===== config.mk =====
export PLATFORM = sky130hd
export DESIGN_NAME = mem_access_unit
export DESIGN_NICKNAME = d
export VERILOG_FILES = /design/src/rtl/mem_access_unit.sv
export SDC_FILE = /design/constraint.sdc
export NUM_CORES = 1
export LEC_CHECK = 0
export CORE_MARGIN = 2
export CORE_UTILIZATION = 35
export DETAILED_ROUTE_END_ITERATION = 8
export GPL_ROUTABILITY_DRIVEN = 1
export SYNTH_ARGS = -nofsm -noshare
export SYNTH_HDL_FRONTEND = slang
export SYNTH_SLANG_ARGS = --single-unit

===== constraint.sdc =====
create_clock -name clock -period 10.2 [get_ports clock]
set_input_delay 2.04 -clock clock [delete_from_list [all_inputs] [get_ports clock]]
set_output_delay 2.04 -clock clock [all_outputs]
set_load 0.01 [all_outputs]

===== src/rtl/mem_access_unit.sv =====
// mem_access_unit: requester-side controller for the single-port, word-wide data RAM.
// Accepts byte/half/word loads and stores on a valid/ready request channel, drives the
// RAM write port, reads the RAM's combinational read data, and returns results on a
// valid/ready response channel. Sub-word stores are performed as read-modify-write.
// Optional build macro: MAU_CLEAR_ON_RESET_EN -- zero-fill the whole RAM after reset.
module mem_access_unit #(
    parameter int ADDR_WIDTH = 10,
    parameter int RAM_DEPTH  = 256
) (
    input  logic                    clock,
    input  logic                    reset,
    input  logic                    requestValid,
    output logic                    requestReady,
    input  logic                    requestWrite,
    input  logic [1:0]              requestSize,
    input  logic                    requestUnsigned,
    input  logic [ADDR_WIDTH+1:0]   requestAddress,
    input  logic [31:0]             requestData,
    output logic                    responseValid,
    input  logic                    responseReady,
    output logic [31:0]             responseData,
    output logic                    responseError,
    output logic [ADDR_WIDTH-1:0]   ramAddress,
    output logic [31:0]             ramDataC,
    output logic                    ramWriteEnable,
    input  logic [31:0]             ramDataOutput
);

    localparam logic [2:0] IDLE     = 3'd0;
    localparam logic [2:0] LOAD     = 3'd1;
    localparam logic [2:0] RMW_READ = 3'd2;
    localparam logic [2:0] STORE    = 3'd3;
    localparam logic [2:0] RESP     = 3'd4;
    localparam logic [2:0] CLEAR    = 3'd5;

    localparam logic [ADDR_WIDTH:0]   DEPTH_LIMIT = RAM_DEPTH[ADDR_WIDTH:0];
    localparam logic [ADDR_WIDTH-1:0] LAST_WORD   = ADDR_WIDTH'(RAM_DEPTH - 1);

    logic [2:0]            state;
    logic [1:0]            reqSize;
    logic                  reqUnsigned;
    logic [1:0]            reqLane;
    logic [31:0]           reqData;
    logic [31:0]           loadValue;
    logic [31:0]           mergeWord;
    logic [7:0]            laneByte;
    logic [15:0]           laneHalf;
    logic                  requestError;
    logic [ADDR_WIDTH-1:0] requestWord;
    logic                  clearPending;

    // Outputs that are pure functions of the state; the write strobe can therefore
    // never outlive an asynchronous reset.
    assign ramWriteEnable = (state == STORE) || (state == CLEAR);
    assign responseValid  = (state == RESP);
    assign requestReady   = (state == IDLE) && !clearPending;
    assign requestWord    = requestAddress[ADDR_WIDTH+1:2];

    // Classify an incoming request: bad size, misaligned for its size, or beyond the RAM.
    always_comb begin
        requestError = 1'b0;
        case (requestSize)
            2'b00:   requestError = 1'b0;
            2'b01:   requestError = requestAddress[0];
            2'b10:   requestError = (requestAddress[1:0] != 2'b00);
            default: requestError = 1'b1;
        endcase
        if ({1'b0, requestWord} >= DEPTH_LIMIT) begin
            requestError = 1'b1;
        end
    end

    // Lane extraction with sign/zero extension for loads, and lane replacement for
    // sub-word stores; both work on the word currently presented by the RAM.
    always_comb begin
        laneByte  = 8'h00;
        laneHalf  = reqLane[1] ? ramDataOutput[31:16] : ramDataOutput[15:0];
        loadValue = ramDataOutput;
        mergeWord = ramDataOutput;
        case (reqLane)
            2'd0:    laneByte = ramDataOutput[7:0];
            2'd1:    laneByte = ramDataOutput[15:8];
            2'd2:    laneByte = ramDataOutput[23:16];
            default: laneByte = ramDataOutput[31:24];
        endcase
        case (reqSize)
            2'b00: begin
                loadValue = reqUnsigned ? {24'h000000, laneByte} : {{24{laneByte[7]}}, laneByte};
                mergeWord[{reqLane, 3'b000} +: 8] = reqData[7:0];
            end
            2'b01: begin
                loadValue = reqUnsigned ? {16'h0000, laneHalf} : {{16{laneHalf[15]}}, laneHalf};
                mergeWord[{reqLane[1], 4'b0000} +: 16] = reqData[15:0];
            end
            default: begin
                loadValue = ramDataOutput;
                mergeWord = reqData;
            end
        endcase
    end

    // Main sequencer: latches the request at acceptance, walks through the RAM access
    // phases and holds the response until the consumer takes it.
    always_ff @(posedge clock or posedge reset) begin
        if (reset) begin
            state         <= IDLE;
            reqSize       <= 2'b00;
            reqUnsigned   <= 1'b0;
            reqLane       <= 2'b00;
            reqData       <= 32'h0;
            responseData  <= 32'h0;
            responseError <= 1'b0;
            ramAddress    <= '0;
            ramDataC      <= 32'h0;
`ifdef MAU_CLEAR_ON_RESET_EN
            clearPending  <= 1'b1;
`else
            clearPending  <= 1'b0;
`endif
        end else begin
            case (state)
                IDLE: begin
                    if (clearPending) begin
                        clearPending <= 1'b0;
                        ramAddress   <= '0;
                        ramDataC     <= 32'h0;
                        state        <= CLEAR;
                    end else if (requestValid) begin
                        reqSize     <= requestSize;
                        reqUnsigned <= requestUnsigned;
                        reqLane     <= requestAddress[1:0];
                        reqData     <= requestData;
                        if (requestError) begin
                            responseData  <= 32'h0;
                            responseError <= 1'b1;
                            state         <= RESP;
                        end else begin
                            ramAddress <= requestWord;
                            if (!requestWrite) begin
                                state <= LOAD;
                            end else if (requestSize == 2'b10) begin
                                ramDataC <= requestData;
                                state    <= STORE;
                            end else begin
                                state <= RMW_READ;
                            end
                        end
                    end
                end
                LOAD: begin
                    responseData  <= loadValue;
                    responseError <= 1'b0;
                    state         <= RESP;
                end
                RMW_READ: begin
                    ramDataC <= mergeWord;
                    state    <= STORE;
                end
                STORE: begin
                    responseData  <= 32'h0;
                    responseError <= 1'b0;
                    state         <= RESP;
                end
                RESP: begin
                    if (responseReady) begin
                        state <= IDLE;
                    end
                end
                CLEAR: begin
                    if (ramAddress == LAST_WORD) begin
                        state <= IDLE;
                    end else begin
                        ramAddress <= ramAddress + 1'b1;
                    end
                end
                default: state <= IDLE;
            endcase
        end
    end

endmodule


==> Yosys cells after proc, flatten, opt, wreduce, memory -nomap -nowiden <==
Cells that the tools add are included.
{ "op_classes": {"eq_ne": 19, "n_mul": 0, "order_cmp": 1, "n_addsub": 3, "reduce_logical": 17, "shift": 4, "bitwise_logic": 0, "n_div": 0, "muxes": 32} }
{ "ops": {"columns": ["cell", "n"], "rows": [
  ["$mux 32", 8],
  ["$pmux 32 s2", 3],
  ["$pmux 32 s3", 1],
  ["$bwmux 32", 2],
  ["$shift 16x7->32 const A", 1],
  ["$shift 8x7->32 const A", 1],
  ["$shiftx 16x7->32", 1],
  ["$shiftx 8x7->32", 1],
  ["$mux 10", 3],
  ["$pmux 8 s3", 1],
  ["$pmux 10 s2", 1],
  ["$mux 16", 1],
  ["$pmux 3 s5", 1],
  ["$neg 5->7", 2],
  ["$mux 3", 4],
  ["$add 10x1->10 const B", 1],
  ["$eq 10x8->1 const B", 1],
  ["$ge 10x9->1 const B", 1],
  ["$ne 2x2->1 const B", 5],
  ["$reduce_and 3->1", 3],
  ["$reduce_bool 2->1", 4],
  ["$eq 2x1->1 const B", 3],
  ["$eq 3x2->1 const B", 2],
  ["$eq 3x3->1 const B", 2],
  ["other kinds (15)", 23]
]} }
{ "word_totals": {"ramBits": 0, "mem_bits_ro": 0, "inputBits": 84, "mem_count": 0, "output_inout_bits": 78, "word_cells": 85, "ff_bits": 115, "latch_bits": 0} }

==> Depth between registers and ports, before layout <==
{ "depth": {"word_depth": 6, "mapped_depth": 10, "ltp_nobuf": 7} }

==> Worst setup path before layout <==
No wires, ideal clock.
{ "synth_timing": {"path_kind": "in2reg", "from": "input requestAddress[1]", "to": "register ramDataC[10]", "path_stages": 6, "required_time_ps": 10074, "arrival_time_ps": 3112, "setup_ps": 126, "n_path_buf": 2, "slack_ps": 6962, "path_cell_list": "nor3_1 o21a_1 buf_6 a41oi_4 buf_2 a221o_1"} }
{ "synth_via": {"elab_chain_cells": 5} }
{ "synth_rtl": {"columns": ["item", "line", "text"], "rows": [
  ["start: declaration", "17", "input logic [ADDR_WIDTH+1:0] requestAddress,"],
  ["$reduce_bool 2->1", "65", "2'b10: requestError = (requestAddress[1:0] != 2'b00);"],
  ["$pmux 1 s3", "62", "case (requestSize)"],
  ["$mux 1", "68", "if ({1'b0, requestWord} >= DEPTH_LIMIT) begin"],
  ["$ne 2x2->1 (no source line)", null, null],
  ["$reduce_and 5->1 (no source line)", null, null],
  ["end signal: assignment", "142", "ramDataC <= requestData;"],
  ["end signal: assignment", "156", "ramDataC <= mergeWord;"],
  ["end: declaration", "24", "output logic [31:0] ramDataC,"]
]} }
Every way passes these cells.
A chain may end at the register's enable or synchronous reset.

==> Worst setup path after layout <==
{ "layout_timing": {"from": "input requestValid", "to": "register ramAddress[0]"} }
{ "layout_via": {"elab_chain_cells": 2} }
{ "layout_rtl": {"columns": ["item", "line", "text"], "rows": [
  ["start: declaration", "12", "input logic requestValid,"],
  ["$ne 2x2->1 (no source line)", null, null],
  ["$reduce_and 4->1 (no source line)", null, null],
  ["end signal: assignment", "138", "ramAddress <= requestWord;"],
  ["end signal: assignment", "173", "ramAddress <= ramAddress + 1'b1;"],
  ["end: declaration", "23", "output logic [ADDR_WIDTH-1:0] ramAddress,"]
]} }
Every way passes these cells.

==> summary by stage <==
GRT
Summed over all layers, the global routing overflow is 0. The initial antenna violation count is 0. Entering global routing, the biggest net connects 61 pins. The first global-routing pass estimated 32.3 mm of wire. In the global route stage, overall resource usage came out at 0.231. The via count of the first global-routing pass is 5,592.

Timing
The highest clock frequency the design can meet is 0.256 GHz. The maximum clock skew at final layout is 0.0112 ns. Setup repair after global routing left no endpoint under its margin. For the finished layout, the period the worst path requires is 3.91 ns. The final count of hold timing violations came to 0.

Adding up every negative setup slack in the final design gives 0 ns. The remaining max-slew budget at the tightest pin is 0.218. Setup violations remaining at the end of the flow were counted as 0. The share of the cycle needed by the critical path after routing is 0.383. The slew of the pin with the lowest slew margin is 1.17 ns. The max-slew violation total from the final report was 0.

Cells and area
The fraction of final layout cells with drive strength greater than 1 is 0.112. The net count of the finished layout is 829. With fillers left out, the area of the finished cells amounts to 8420 sq um.

The number of standard cells in the layout, taps in and fillers out is 976. Compared with the post-synthesis result, the final layout area differs by 36.9%. The antenna diode count is 0. The library cell used most frequently in the layout, excluding fill and tap cells, is sky130_fd_sc_hd__clkdlybuf4s50_1. The library cells used most frequently in the layout, excluding fill and tap cells, are sky130_fd_sc_hd__clkdlybuf4s50_1 (161), sky130_fd_sc_hd__dfrtp_1 (115), sky130_fd_sc_hd__nand2_1 (57).

Synth
Yosys mapped a number of flops with a built-in enable equal to 0. The sequential-to-total area share from yosys stat is 0.468. The average instance in the mapped netlist occupies 10.3 sq um. The largest area contributor in the synthesized netlist is sky130_fd_sc_hd__dfrtp_1.

Counting every instance in the synthesized netlist gives 600. The mapped netlist covers 6150 sq um. The synthesized net count is 691. The number of distinct library cell variants in the gate-level netlist after synthesis is 56.

The register bit total from synthesis is 115. For this run, the leading register cell type out of synthesis is sky130_fd_sc_hd__dfrtp_1. Yosys printed 0 warnings. The share of synthesized area in the top cell type comes to 0.468. By area the synthesized netlist is led by sky130_fd_sc_hd__dfrtp_1 (47%), sky130_fd_sc_hd__mux2_2 (6.4%), sky130_fd_sc_hd__a221oi_1 (4.1%). In the synthesized netlist the async set-or-reset flop fraction comes to 1.00.

Place
Once placement completed, the tool counted placed cells totaling 944. Routability-driven placement finished with a final weighted congestion of 0.889. Summed over all nets, the half-perimeter wirelength after detailed placement is 15.0 mm.

Buffers placed on the I/O ports in this run total 161. The total cell area at the placement stage is 7820 sq um.

Routing
After detailed routing, the number of vias per cell comes to 5.90. After detailed routing, the average wire length per cell comes to 21.7 um. Detailed routing inserted a total of 5,763 vias.

The first TritonRoute pass finished after 6 iterations. The number of antenna-violating nets in the routed design is 0. The DRC violation total after the first TritonRoute iteration is 597. The remaining routing DRC violations is 0. The final routed wirelength across all metal layers is 21.2 mm.

Critical path
Data arrives at the worst endpoint at 4.21 ns. The buffering stage count on the worst path with inverters included is 1. The required time of the critical path is 10.51 ns.

The type of element launching the critical path is an input pin. The stage delay of the slowest cell on the critical path is 0.83 ns. Walking the worst path, the cells encountered are clkdlybuf4s50_1 -> and2_2 -> a21bo_2 -> mux2i_1 -> nand2_1. In this run the register-to-register setup slack is 7.25 ns. On the critical path, the stage with the largest delay is an instance of sky130_fd_sc_hd__and2_2. The critical path in this run is classified as input pin to flop. The kind of cell with the highest combined delay along the critical path is simple AND/OR/NAND/NOR gates. The capture point of the worst reg-to-reg path is responseData[28]. The launch instance of the worst register-to-register path is reqLane[1]. The length in cells of the worst reg-to-reg path is 7.

The most critical setup path has its startpoint at requestValid. STA classifies the critical path endpoint as a flop. The largest driver fanout on the critical path is 44.

Die
162 I/O pins were placed. The floorplan step set the die height to 137 um. The starting utilization of the core area is 0.357. The number of rows in the core area is 48. The standard cell core area is 17,200 sq um.

The floorplan step defined a die boundary enclosing 18,700 sq um. The die is 137 um wide.

Clock network
No sink is reached through more buffers than the 2 on the longest clock path. For this design, the CTS-stage hold fixing added 0 buffers. In this run the post-CTS setup repair buffer count came out at 0.

The clock latency on the worst-skew pair is 0.42 ns. After clock tree synthesis, the repair step resized 0 gates. Clock tree synthesis selected as its root buffer the cell sky130_fd_sc_hd__clkbuf_16. After clock tree synthesis, the clock-pin slew on the worst setup and hold paths is 0.05 ns. Counting every sink on the clock net gives 115.

The total CTS buffers is 17. The number of H-tree branching levels is 4. TritonCTS built the clock tree.

Min path
For hold timing, the worst endpoint is ramDataC[0]. The worst hold-check path type is flop to flop. In this run the most critical hold path is launched from ramDataC[0]. The cell depth of the worst min-delay path is 2.

Run status
The flow ran to the end, and the final reports show no timing, DRC or antenna violations.

Power and ir drop
The worst-case IR drop observed on VDD is 127 uV. The power density over cell area is 305 nW/um^2. The static leakage is 0.00346 uW.

Flow run
The max-cap check violation count is 0.
## logic make-up after synthesis
kind of cell,synth area share
AO/OA/AOI/OAI,0.284
XOR/XNOR,0.00142
adder cells (fa/ha/maj),0.0142
buffers and inverters,0.0488
flip-flops,0.468
multiplexers,0.0706
AND/OR/NAND/NOR,0.113
## how the worst max path moves through the flow
| stage | endpoint | slack, ns | depth (start not counted) |
|---|---|---|---|
| floorplan | ramAddress[0] | 5.12 | 1 |
| global placement | ramAddress[0] | 5.90 | 5 |
| detailed placement | ramAddress[0] | 5.86 | 5 |
| CTS | ramAddress[0] | 6.28 | 5 |
| global route | ramAddress[0] | 6.18 | 5 |
| finish | ramAddress[0] | 6.29 | 5 |
## worst min-delay path, delay by kind of cell, from the launching register on
kind               cells  cell delay [ns]
and+or+nand+nor        1             0.05
DFF                    1             0.34
AOI/OAI and AO/OA      1             0.05
## registers in the layout, indices dropped and copies added, names as in the netlist
register       count
responseData      32
reqSize            2
ramDataC          32
state              3
ramAddress        10
responseError      1
reqLane            2
reqData           32
reqUnsigned        1
## synth_stat cells, types with 3 or more instances
| library cell | count |
|---|---|
| sky130_fd_sc_hd__inv_1 | 8 |
| sky130_fd_sc_hd__a221oi_1 | 29 |
| sky130_fd_sc_hd__clkbuf_1 | 14 |
| sky130_fd_sc_hd__buf_6 | 7 |
| sky130_fd_sc_hd__nand3b_1 | 3 |
| sky130_fd_sc_hd__and3_1 | 3 |
| sky130_fd_sc_hd__nor3_1 | 4 |
| sky130_fd_sc_hd__a222oi_1 | 14 |
| sky130_fd_sc_hd__nand3_1 | 8 |
| sky130_fd_sc_hd__nor2b_1 | 3 |
| sky130_fd_sc_hd__o2bb2ai_1 | 23 |
| sky130_fd_sc_hd__buf_1 | 3 |
| sky130_fd_sc_hd__dfrtp_1 | 115 |
| sky130_fd_sc_hd__and2_1 | 3 |
| sky130_fd_sc_hd__mux2i_1 | 4 |
| sky130_fd_sc_hd__a221o_1 | 23 |
| sky130_fd_sc_hd__a22o_1 | 8 |
| sky130_fd_sc_hd__ha_1 | 7 |
| sky130_fd_sc_hd__mux2_2 | 35 |
| sky130_fd_sc_hd__nand2b_1 | 6 |
| sky130_fd_sc_hd__o22ai_1 | 8 |
| sky130_fd_sc_hd__nor2_1 | 47 |
| sky130_fd_sc_hd__buf_2 | 20 |
| sky130_fd_sc_hd__nand2_1 | 57 |
| sky130_fd_sc_hd__o21ai_0 | 36 |
| sky130_fd_sc_hd__a21o_1 | 8 |
| sky130_fd_sc_hd__a21oi_1 | 43 |
| sky130_fd_sc_hd__o31ai_1 | 25 |
## power breakdown
part           switching (uW)  internal (uW)
registers                 206            661
logic                     554            541
clock network             213            395
## layer usage
metal,vias up,part of all wire,global-route usage
met1,2868,0.45,0.333
met5,-,0,0
met2,260,0.44,0.326
met3,41,0.078,0.0622
met4,0,0.028,0.0938
li1,2594,-,-
## per-stage QoR
step	hold slack, ns	total power [uW]	util	setup slack (ns)
2_1_floorplan	0.481	1480	-	5.12
3_3_place_gp	0.464	1930	0.454	5.90
3_5_place_dp	0.465	1950	0.454	5.86
4_1_cts	0.484	2580	0.488	6.28
5_1_grt	0.496	2720	0.488	6.18
6_report	0.476	2570	0.488	6.29
## final cells by class
| cell class | instances | area [sq um] |
|---|---|---|
| Fill cell | 1567 | 8820 |
| Multi-Input combinational cell | 428 | 2980 |
| Sequential cell | 115 | 2880 |
| Timing Repair Buffer | 166 | 1650 |
| Clock buffer | 22 | 464 |
| Tap cell | 225 | 282 |
| Clock inverter | 10 | 131 |
| Inverter | 10 | 40.0 |
Note: power is estimated with default switching activity, not from simulation.
